[src/rtl/cpu_pkg.sv]
// cpu_pkg: types and constants shared by the CPU pipeline stages.
//   pc_sel_t      : next-PC select encoding driven by the branch comparator
//   fetch_state_t : fetch-stage sequencing state (BOOT after reset, then RUN)
//   DEFAULT_RESET_PC : PC loaded by reset unless a stage overrides it
package cpu_pkg;

  typedef enum logic [1:0] {
    PC_SEL_SEQ    = 2'b00,
    PC_SEL_BRANCH = 2'b01
  } pc_sel_t;

  typedef enum logic {
    BOOT = 1'b0,
    RUN  = 1'b1
  } fetch_state_t;

  localparam int DEFAULT_RESET_PC = 0;

endpackage

[src/rtl/fetch_stage_if.sv]
// fetch_stage_if: instruction-memory bus plus IF/ID pipeline register outputs.
//   imem_addr   : fetch address (current PC), driven by the fetch stage
//   imem_rdata  : combinational instruction word for imem_addr
//   if_id_instr : IF/ID instruction
//   if_id_pc    : PC of if_id_instr
//   if_id_valid : IF/ID holds a real instruction (0 = bubble)
// master = fetch stage side, slave = memory / decode side.
interface fetch_stage_if #(
  parameter int PC_WIDTH    = 16,
  parameter int INSTR_WIDTH = 32
);

  logic [PC_WIDTH-1:0]    imem_addr;
  logic [INSTR_WIDTH-1:0] imem_rdata;
  logic [INSTR_WIDTH-1:0] if_id_instr;
  logic [PC_WIDTH-1:0]    if_id_pc;
  logic                   if_id_valid;

  modport master (
    output imem_addr,
    input  imem_rdata,
    output if_id_instr,
    output if_id_pc,
    output if_id_valid
  );

  modport slave (
    input  imem_addr,
    output imem_rdata,
    input  if_id_instr,
    input  if_id_pc,
    input  if_id_valid
  );

endinterface

[src/rtl/pc_reg.sv]
// pc_reg: program-counter register with synchronous active-high reset.
//   clk  : clock
//   rst  : synchronous reset, loads RESET_VAL
//   en   : load pc_d when high, hold otherwise
//   pc_d : next PC value
//   pc_q : current PC
module pc_reg #(
  parameter int               WIDTH     = 16,
  parameter logic [WIDTH-1:0] RESET_VAL = '0
) (
  input  logic             clk,
  input  logic             rst,
  input  logic             en,
  input  logic [WIDTH-1:0] pc_d,
  output logic [WIDTH-1:0] pc_q
);

  always_ff @(posedge clk) begin
    if (rst) begin
      pc_q <= RESET_VAL;
    end else if (en) begin
      pc_q <= pc_d;
    end
  end

endmodule

[src/rtl/fetch_stage.sv]
// fetch_stage: instruction-fetch stage of the 16-bit pipelined CPU.
//   clk, rst      : clock and synchronous active-high reset
//   select_pc_mux : next-PC select (01 = taken branch, anything else = PC+1)
//   branch_target : redirect PC used on a taken branch
//   stall         : hazard stall, freezes PC, IF/ID and fetch_count
//   bus           : imem address/data and IF/ID register outputs
//   flush_id_ex   : squash the instruction entering ID/EX (taken branch)
//   fetch_count   : number of valid instructions loaded into IF/ID
module fetch_stage
  import cpu_pkg::*;
#(
  parameter int                  PC_WIDTH    = 16,
  parameter int                  INSTR_WIDTH = 32,
  parameter logic [PC_WIDTH-1:0] RESET_PC    = PC_WIDTH'(DEFAULT_RESET_PC)
) (
  input  logic                clk,
  input  logic                rst,
  input  logic [1:0]          select_pc_mux,
  input  logic [PC_WIDTH-1:0] branch_target,
  input  logic                stall,
  fetch_stage_if.master       bus,
  output logic                flush_id_ex,
  output logic [15:0]         fetch_count
);

  fetch_state_t           state_q, state_d;
  logic [PC_WIDTH-1:0]    pc_q, pc_d;
  logic                   pc_en;
  logic [INSTR_WIDTH-1:0] if_id_instr_q, if_id_instr_d;
  logic [PC_WIDTH-1:0]    if_id_pc_q, if_id_pc_d;
  logic                   if_id_valid_q, if_id_valid_d;
  logic [15:0]            fetch_count_q, fetch_count_d;
  logic                   taken;

  // Codes 10/11 are not branch selects and fall through to sequential fetch.
  assign taken = (select_pc_mux == PC_SEL_BRANCH);

  pc_reg #(
    .WIDTH     (PC_WIDTH),
    .RESET_VAL (RESET_PC)
  ) u_pc_reg (
    .clk  (clk),
    .rst  (rst),
    .en   (pc_en),
    .pc_d (pc_d),
    .pc_q (pc_q)
  );

  always_comb begin
    state_d = state_q;
    unique case (state_q)
      BOOT:    state_d = RUN;
      RUN:     state_d = RUN;
      default: state_d = BOOT;
    endcase
  end

  // A taken branch wins over stall: the branch is older than the stalled
  // instruction, so the wrong-path fetch is dropped and IF/ID becomes a bubble.
  always_comb begin
    pc_en         = 1'b0;
    pc_d          = pc_q + 1'b1;
    if_id_instr_d = if_id_instr_q;
    if_id_pc_d    = if_id_pc_q;
    if_id_valid_d = if_id_valid_q;
    fetch_count_d = fetch_count_q;
    if (taken) begin
      pc_en         = 1'b1;
      pc_d          = branch_target;
      if_id_instr_d = '0;
      if_id_pc_d    = '0;
      if_id_valid_d = 1'b0;
    end else if (!stall) begin
      pc_en         = 1'b1;
      if_id_instr_d = bus.imem_rdata;
      if_id_pc_d    = pc_q;
      if_id_valid_d = 1'b1;
      fetch_count_d = fetch_count_q + 16'd1;
    end
  end

  always_ff @(posedge clk) begin
    if (rst) begin
      state_q       <= BOOT;
      if_id_instr_q <= '0;
      if_id_pc_q    <= '0;
      if_id_valid_q <= 1'b0;
      fetch_count_q <= '0;
    end else begin
      state_q       <= state_d;
      if_id_instr_q <= if_id_instr_d;
      if_id_pc_q    <= if_id_pc_d;
      if_id_valid_q <= if_id_valid_d;
      fetch_count_q <= fetch_count_d;
    end
  end

  assign flush_id_ex     = taken && !rst;
  assign bus.imem_addr   = pc_q;
  assign bus.if_id_instr = if_id_instr_q;
  assign bus.if_id_pc    = if_id_pc_q;
  assign bus.if_id_valid = if_id_valid_q;
  assign fetch_count     = fetch_count_q;

endmodule
[src/flat_wrapper.sv]
// flat-port wrapper written by rule: the top's interface ports become plain ports
module fetch_stage_flat import cpu_pkg::*;
#(
  parameter int                  PC_WIDTH    = 16,
  parameter int                  INSTR_WIDTH = 32,
  parameter logic [PC_WIDTH-1:0] RESET_PC    = PC_WIDTH'(DEFAULT_RESET_PC)
)
  (clk, rst, select_pc_mux, branch_target, stall, flush_id_ex, fetch_count, bus_imem_addr, bus_imem_rdata, bus_if_id_instr, bus_if_id_pc, bus_if_id_valid);
  fetch_stage_if #(.PC_WIDTH(PC_WIDTH), .INSTR_WIDTH(INSTR_WIDTH)) bus_i ();
  input  logic clk;
  input  logic rst;
  input  logic [1:0] select_pc_mux;
  input  logic [PC_WIDTH-1:0] branch_target;
  input  logic stall;
  output logic flush_id_ex;
  output logic [15:0] fetch_count;
  output wire logic [$bits(bus_i.imem_addr)-1:0] bus_imem_addr;
  input wire logic [$bits(bus_i.imem_rdata)-1:0] bus_imem_rdata;
  output wire logic [$bits(bus_i.if_id_instr)-1:0] bus_if_id_instr;
  output wire logic [$bits(bus_i.if_id_pc)-1:0] bus_if_id_pc;
  output wire logic [$bits(bus_i.if_id_valid)-1:0] bus_if_id_valid;
  assign bus_imem_addr = bus_i.imem_addr;
  assign bus_i.imem_rdata = bus_imem_rdata;
  assign bus_if_id_instr = bus_i.if_id_instr;
  assign bus_if_id_pc = bus_i.if_id_pc;
  assign bus_if_id_valid = bus_i.if_id_valid;
  fetch_stage #(.PC_WIDTH(PC_WIDTH), .INSTR_WIDTH(INSTR_WIDTH), .RESET_PC(RESET_PC)) u_core (.clk(clk), .rst(rst), .select_pc_mux(select_pc_mux), .branch_target(branch_target), .stall(stall), .bus(bus_i), .flush_id_ex(flush_id_ex), .fetch_count(fetch_count));
endmodule
[config.mk]
export PLATFORM = sky130hd
export DESIGN_NAME = fetch_stage_flat
export DESIGN_NICKNAME = d
export VERILOG_FILES = /design/src/rtl/cpu_pkg.sv /design/src/rtl/fetch_stage_if.sv /design/src/rtl/pc_reg.sv /design/src/rtl/fetch_stage.sv /design/src/flat_wrapper.sv
export SDC_FILE = /design/constraint.sdc
export NUM_CORES = 1
export LEC_CHECK = 0
export CAP_MARGIN = 10
export CELL_PAD_IN_SITES_DETAIL_PLACEMENT = 2
export CELL_PAD_IN_SITES_GLOBAL_PLACEMENT = 2
export CORE_AREA = 2 2 128 105
export CTS_CLUSTER_SIZE = 20
export DETAILED_ROUTE_END_ITERATION = 6
export DIE_AREA = 0 0 130 107
export GPL_TIMING_DRIVEN = 0
export PLACE_DENSITY_LB_ADDON = 0.1
export SYNTH_ARGS = -nofsm -noshare
export SYNTH_HDL_FRONTEND = slang
export SYNTH_SLANG_ARGS = --single-unit
[constraint.sdc]
create_clock -name clk -period 3.39 [get_ports clk]
set_input_delay 0.678 -clock clk [delete_from_list [all_inputs] [get_ports clk]]
set_output_delay 0.678 -clock clk [all_outputs]
set_load 0.02 [all_outputs]
==> summary.txt, run 1 <==
Placed design
  – Cell total after placement: 657
  – GP Congestion: 0.7141
  – DP Wirelength: 8319 um
  – Port buffer count: 133
  – Placed Area: 0.004922 sq mm

Worst setup path
  – R2r startpoint: u_core.u_pc_reg.pc_q[0]
  – Startpoint types: input port
  – CP startpoint: select_pc_mux[1]
  – Crit path kind: in2out
  – Req. time, crit path: 2.71 ns
  – Crit Path Max Fanout: 19
  – Data arrival, critical path: 2.26 ns
  – CP endpoint kind: primary output
  – Reg2reg path depth: 4

Final layout
  – Ant. Diodes: 0
  – Final Cell Area: 0.005204 sq mm
  – Final Non-Filler Cells: 670
  – Fin nets: 547
  – Share of cells above drive strength 1: 7.071%
  – Fin util: 41.17%
  – P&R area growth vs syn: 54.32%

Clock network
  – CTS Root Cell: clkbuf_16
  – H-tree levels: 3
  – Post-CTS Hold Fix Bufs: 0
  – CTS tree: built
  – Worst-path clk slew: 0.06 ns
  – Maximum clock insertion buffer count: 2
  – CTS Buf Count: 9
  – Postcts setup bufs: 0
  – TritonCTS Sinks: 81
  – # resized after CTS: 0
  – Latest clock arrival within the worst-skew pair: 0.35 ns

Synth
  – Area contributors post-synth: dfxtp_1 (48%), mux2i_1 (15%), nor2_1 (8.3%)
  – Post-Synthesis Cells: 349
  – Top-area cell type share of the netlist area: 48.09%
  – YS warnings: 0
  – Asr flop ratio synth: 0%
  – Largest area contributor in the netlist: dfxtp_1
  – Syn Std Cell Area: 0.003372 sq mm
  – Synth cell types: 32
  – Post-synth EDFFs: 0
  – Most common cell in the synthesized netlist: dfxtp_1
  – Main synth FF type: dfxtp_1
  – Mean Syn Cell Area: 9.662 sq um
  – Sequential area share after synthesis: 48.09%
  – Yosys reg bits: 81
  – Post-synth top cells: dfxtp_1 (81), nor2_1 (75), mux2i_1 (49)
  – Syn Nets: 404

Power and ir drop
  – Sequential power share: 44.2%
  – VDD IR max: 0.2239 mV
  – Internal power: 1.750 mW
  – Psw: 0.5960 mW
  – Leak: 1.984 nW
  – Clock power share: 41.3%
  – Logic pwr share: 14.5%
  – Cell Pwr Density: 450.8 mW/mm^2
  – Switching Share: 25.41%

Detailed routing
  – Antenna viol nets, final: 0
  – DR vias: 3051
  – DR WL/cell: 16.67 um
  – Via density per instance: 4.554
  – Total routed wirelength: 11170 um
  – Initial DRC count: 134
  – DR pass1 iterations: 4
  – DRC violations left: 0

Timing
  – Worst slew pin tran: 0.5942 ns
  – Relative slew margins: 60.39%
  – Final setup TNS: 0 ns
  – Final Hold Vio Count: 0
  – Pins Over Slew Limit: 0
  – Final Cycle Share: 86.63%
  – RSZ-0062 raised after global routing: false
  – Setup Viol. Count Final: 0
  – Worst hold slack: 0.4730 ns
  – Final min period: 2.937 ns
  – Max Freq: 340.5 MHz
  – Clock Skew: 0.006439 ns

Floorplan
  – Die ar.: 0.01391 sq mm
  – Core Box Area: 0.01264 sq mm
  – Die H: 107 um
  – Std cell rows: 37
  – I/O pin cnt: 135
  – Initial Utilization: 26.68%
  – DIE WIDTH: 130 um

GRT
  – Largest net degree at the start of global routing: 13
  – Grt ovf: 0
  – Vias in the first global route: 3365
  – GRT Total Usage: 16.95%
  – Initial antenna violation count: 0
  – First-pass GRT wire length: 17910 um

Status
  – Status: completed

Flow run
  – Max Cap Viol: 0

Hold path
  – Min-delay src: u_core.bus.if_id_valid
  – Hold Crit Class: reg2reg
  – WHS Path Cells: 2
## cells in the final DEF, fill, tap and decap left out, types with 3 or more instances in the layout
cell,n
o21ai_0,10
nor3_1,5
or3_1,8
inv_1,5
buf_1,4
clkdlybuf4s50_1,133
and3_1,4
a311oi_1,3
clkbuf_1,8
nand4_1,7
a211oi_2,3
nor2b_1,5
nor4_2,4
buf_2,9
a21oi_1,10
nand2b_1,3
xor2_1,4
nand3_1,7
mux2i_1,49
nand2_1,8
clkbuf_16,9
nor2_1,75
dfxtp_1,81
xnor2_1,14
and4_1,3
a211oi_1,9
## worst max-delay path: stages
cell and delay, ns:
clkdlybuf4s50_1 0.47, nand2b_1 0.11, buf_2 0.36, nor2_1 0.07, clkdlybuf4s50_1 0.56
## path summary, 6_finish.rpt
| path | slack (ns) | to |
|---|---|---|
| max | 0.45 | flush_id_ex |
| min | 0.47 | u_core.bus.if_id_valid |
| max reg2reg | 1.69 | u_core.u_pc_reg.pc_q[6] |
| min reg2reg | 0.47 | u_core.bus.if_id_valid |
## per-layer routing
| metal | routed length, um | track usage [%] | share of wire (%) |
|---|---|---|---|
| met5 | 0 | 0 | 0 |
| met1 | 5075 | 21.38 | 45 |
| met4 | 177 | 5.991 | 1.6 |
| met3 | 531 | 4.691 | 4.8 |
| met2 | 5384 | 27.71 | 48 |
## area by class of cell
| cell class | instances | area [sq um] |
|---|---|---|
| fill | 1381 | 7435 |
| multi-input combinational | 241 | 1637 |
| sequential | 81 | 1622 |
| timing repair buffer | 133 | 1331 |
| clock buffer | 11 | 242.7 |
| tap | 175 | 219.0 |
| buffer | 21 | 91.34 |
| clock inverter | 3 | 42.54 |
| inverter | 5 | 18.77 |
## power groups by stage
stage	clock (mW)	sequential, mW	combinational, mW
4_1_cts	1.01	1.04	0.348
3_5_place_dp	0	1.06	0.346
2_1_floorplan	0	1.10	0.114
3_3_place_gp	0	1.06	0.339
5_1_grt	1.04	1.04	0.369
6_report	0.970	1.04	0.340
## logic make-up after synthesis
kind of cell    Yosys count  synth area share [%]
buf+inv                  27                 3.377
xor+xnor                 18                 4.675
compound gates           36                 7.125
simple gates            134                 20.78
mux                      51                 15.21
flops                    81                 48.09
fa+ha+maj                 2                0.7420
## metrics by stage
stage / setup WS, ns / total power [mW]
after floorplan: 1.221 / 1.213
after global placement: 0.07612 / 1.394
after detailed placement: 0.04502 / 1.404
after CTS: 0.04405 / 2.396
after global routing: 0.3255 / 2.453
final: 0.4533 / 2.346
## state kept, by name, indices dropped and copies added (netlist names)
register / count
u_core.bus.if_id_instr: 32
u_core.bus.if_id_valid: 1
u_core.u_pc_reg.pc_q: 16
u_core.fetch_count: 16
u_core.bus.if_id_pc: 16
No activity file was read; power rests on OpenSTA's default activity.
==> run 2, diff against run 1 <==
CORE_AREA = 2 2 126 104   (was 2 2 128 105)
CTS_BUF_LIST = sky130_fd_sc_hd__clkbuf_2 sky130_fd_sc_hd__clkbuf_4 sky130_fd_sc_hd__clkbuf_8   (was unset)
DIE_AREA = 0 0 128 106   (was 0 0 130 107)
clock period = 3.7 ns   (was 3.39 ns; I/O delays follow)
==> run 2 against run 1 <==
Via count rose by 0.66%. Critical path depth rose by 1. Wire length shrank 2.6%. Sequential share of layout area is 0.32 points higher. Utilization up 0.34 points. Global-route usage is 0.53 points lower. Die area fell by 2.5%. Sequential power decreased by 9%. First-iteration DRC count decreased by 28%. Cell count shrank 2.4%. Power down 12%. Critical endpoint unchanged. Largest power group unchanged.
==> summary.txt, run 2 (synthesized netlist as in run 1, its figures left out) <==
Status
  – Status: completed

Clock network
  – CTS Buf Count: 9
  – TritonCTS Sinks: 81
  – # resized after CTS: 0
  – H-tree levels: 3
  – Latest clock arrival within the worst-skew pair: 0.35 ns
  – CTS tree: built
  – Post-CTS Hold Fix Bufs: 0
  – Maximum clock insertion buffer count: 2
  – Postcts setup bufs: 0
  – Worst-path clk slew: 0.09 ns
  – CTS Root Cell: clkbuf_8

Placed design
  – Port buffer count: 133
  – GP Congestion: 0.6966
  – Place WS: 0.2622 ns
  – Placed Area: 0.004898 sq mm
  – Cell total after placement: 638
  – DP Wirelength: 8184 um

Timing
  – Worst hold slack: 0.4779 ns
  – Setup WS post-layout: 0.3004 ns
  – Final setup TNS: 0 ns
  – Clock Skew: 0.006235 ns
  – Max Freq: 294.2 MHz
  – RSZ-0062 raised after global routing: false
  – Final min period: 3.400 ns
  – Final Hold Vio Count: 0
  – Final Cycle Share: 91.88%
  – Worst slew pin tran: 0.6719 ns
  – Relative slew margins: 55.21%
  – Pins Over Slew Limit: 0
  – Setup Viol. Count Final: 0

Floorplan
  – Core Box Area: 0.01241 sq mm
  – Die H: 106 um
  – Initial Utilization: 27.18%
  – Die ar.: 0.01357 sq mm
  – DIE WIDTH: 128 um
  – Std cell rows: 37
  – I/O pin cnt: 135

Worst setup path
  – R2r startpoint: u_core.u_pc_reg.pc_q[0]
  – Crit path kind: in2out
  – Data arrival, critical path: 2.66 ns
  – Crit Path Max Fanout: 10
  – Req. time, crit path: 2.96 ns
  – Reg2reg path depth: 5
  – Reg2reg end: u_core.u_pc_reg.pc_q[14]
  – CP endpoint kind: primary output
  – Worst R2R Setup Slack: 1.89 ns
  – Startpoint types: input port

Detailed routing
  – DR WL/cell: 16.63 um
  – DR pass1 iterations: 5
  – Initial DRC count: 97
  – DR vias: 3071
  – DRC violations left: 0
  – Total routed wirelength: 10880 um
  – Antenna viol nets, final: 0
  – Via density per instance: 4.696

Hold path
  – Min-delay src: u_core.bus.if_id_valid
  – Hold Path End: u_core.bus.if_id_valid
  – Hold Crit Class: reg2reg
  – WHS Path Cells: 2

Final layout
  – Final Cell Area: 0.005151 sq mm
  – Share of cells above drive strength 1: 7.631%
  – Filler cells: 1366
  – Fin util: 41.52%
  – Max reg flops: 32
  – Final Non-Filler Cells: 654
  – P&R area growth vs syn: 52.76%
  – Ant. Diodes: 0
  – Footprint of the multi-input gates: 0.001637 sq mm
  – Fin nets: 548
  – Most common library cell in the layout ignoring fill and taps: clkdlybuf4s50_1
  – Most frequent cells in the layout: clkdlybuf4s50_1 (133), dfxtp_1 (81), nor2_1 (75), mux2i_1 (49), xnor2_1 (14)
  – Register area: 0.001622 sq mm

GRT
  – Grt ovf: 0
  – Largest net degree at the start of global routing: 15
  – GRT Total Usage: 16.42%
  – First-pass GRT wire length: 17430 um
  – Vias in the first global route: 3345
  – Initial antenna violation count: 0

Flow run
  – Max Cap Viol: 0

Power and ir drop
  – Cell Pwr Density: 402.2 mW/mm^2
  – Pwr Total: 2.072 mW
  – Leak: 1.971 nW
  – VDD IR max: 0.2419 mV
-- run 2: changes by cell type in the layout (fill, tap and decap cells not counted) --
cell       previous run  this run
buf_1                 4         5
clkbuf_1              8         7
clkbuf_16             9         0
bufinv_16             1         3
clkinv_2              1         0
clkinv_4              0         2
clkbuf_8              1        10
-- run 2: how the worst max path moves through the flow --
stage | cells past startpoint | start | end | slack (ns)
finish | 6 | select_pc_mux[1] | flush_id_ex | 0.30
detailed placement | 6 | select_pc_mux[1] | flush_id_ex | 0.26
global route | 6 | select_pc_mux[1] | flush_id_ex | 0.14
CTS | 6 | select_pc_mux[1] | flush_id_ex | 0.27
global placement | 6 | select_pc_mux[1] | flush_id_ex | 0.27
floorplan | 4 | select_pc_mux[1] | flush_id_ex | 1.41
-- run 2: worst max-delay path: stages --
cell	delay [ns]
clkdlybuf4s50_1	0.47
nand2b_1	0.11
buf_2	0.22
buf_1	0.47
nor2_1	0.09
clkdlybuf4s50_1	0.56
-- run 2: routing by layer --
metal  track usage, %  wire length, um
met1            20.99             5023
met2            28.30             5396
met3            3.473              355
met4            4.003              100
met5                0                0
-- run 2: cell type report --
cell class              instances  area share [%]
multi-input cells             241           31.77
clock inverters                 6           2.235
flip-flops and latches         81           31.48
well taps                     156           3.789
repair buffers                133           25.84
clock buffers                  10           2.672
inverters                       5          0.3643
plain buffers                  22           1.846
-- run 2: report_power, final --
group          leakage (nW)  switching, mW  total, mW  internal, mW
registers             0.662         0.0399      0.949         0.909
logic                  1.19          0.151      0.312         0.161
clock network         0.123          0.342      0.811         0.469
total                  1.97          0.533       2.07          1.54
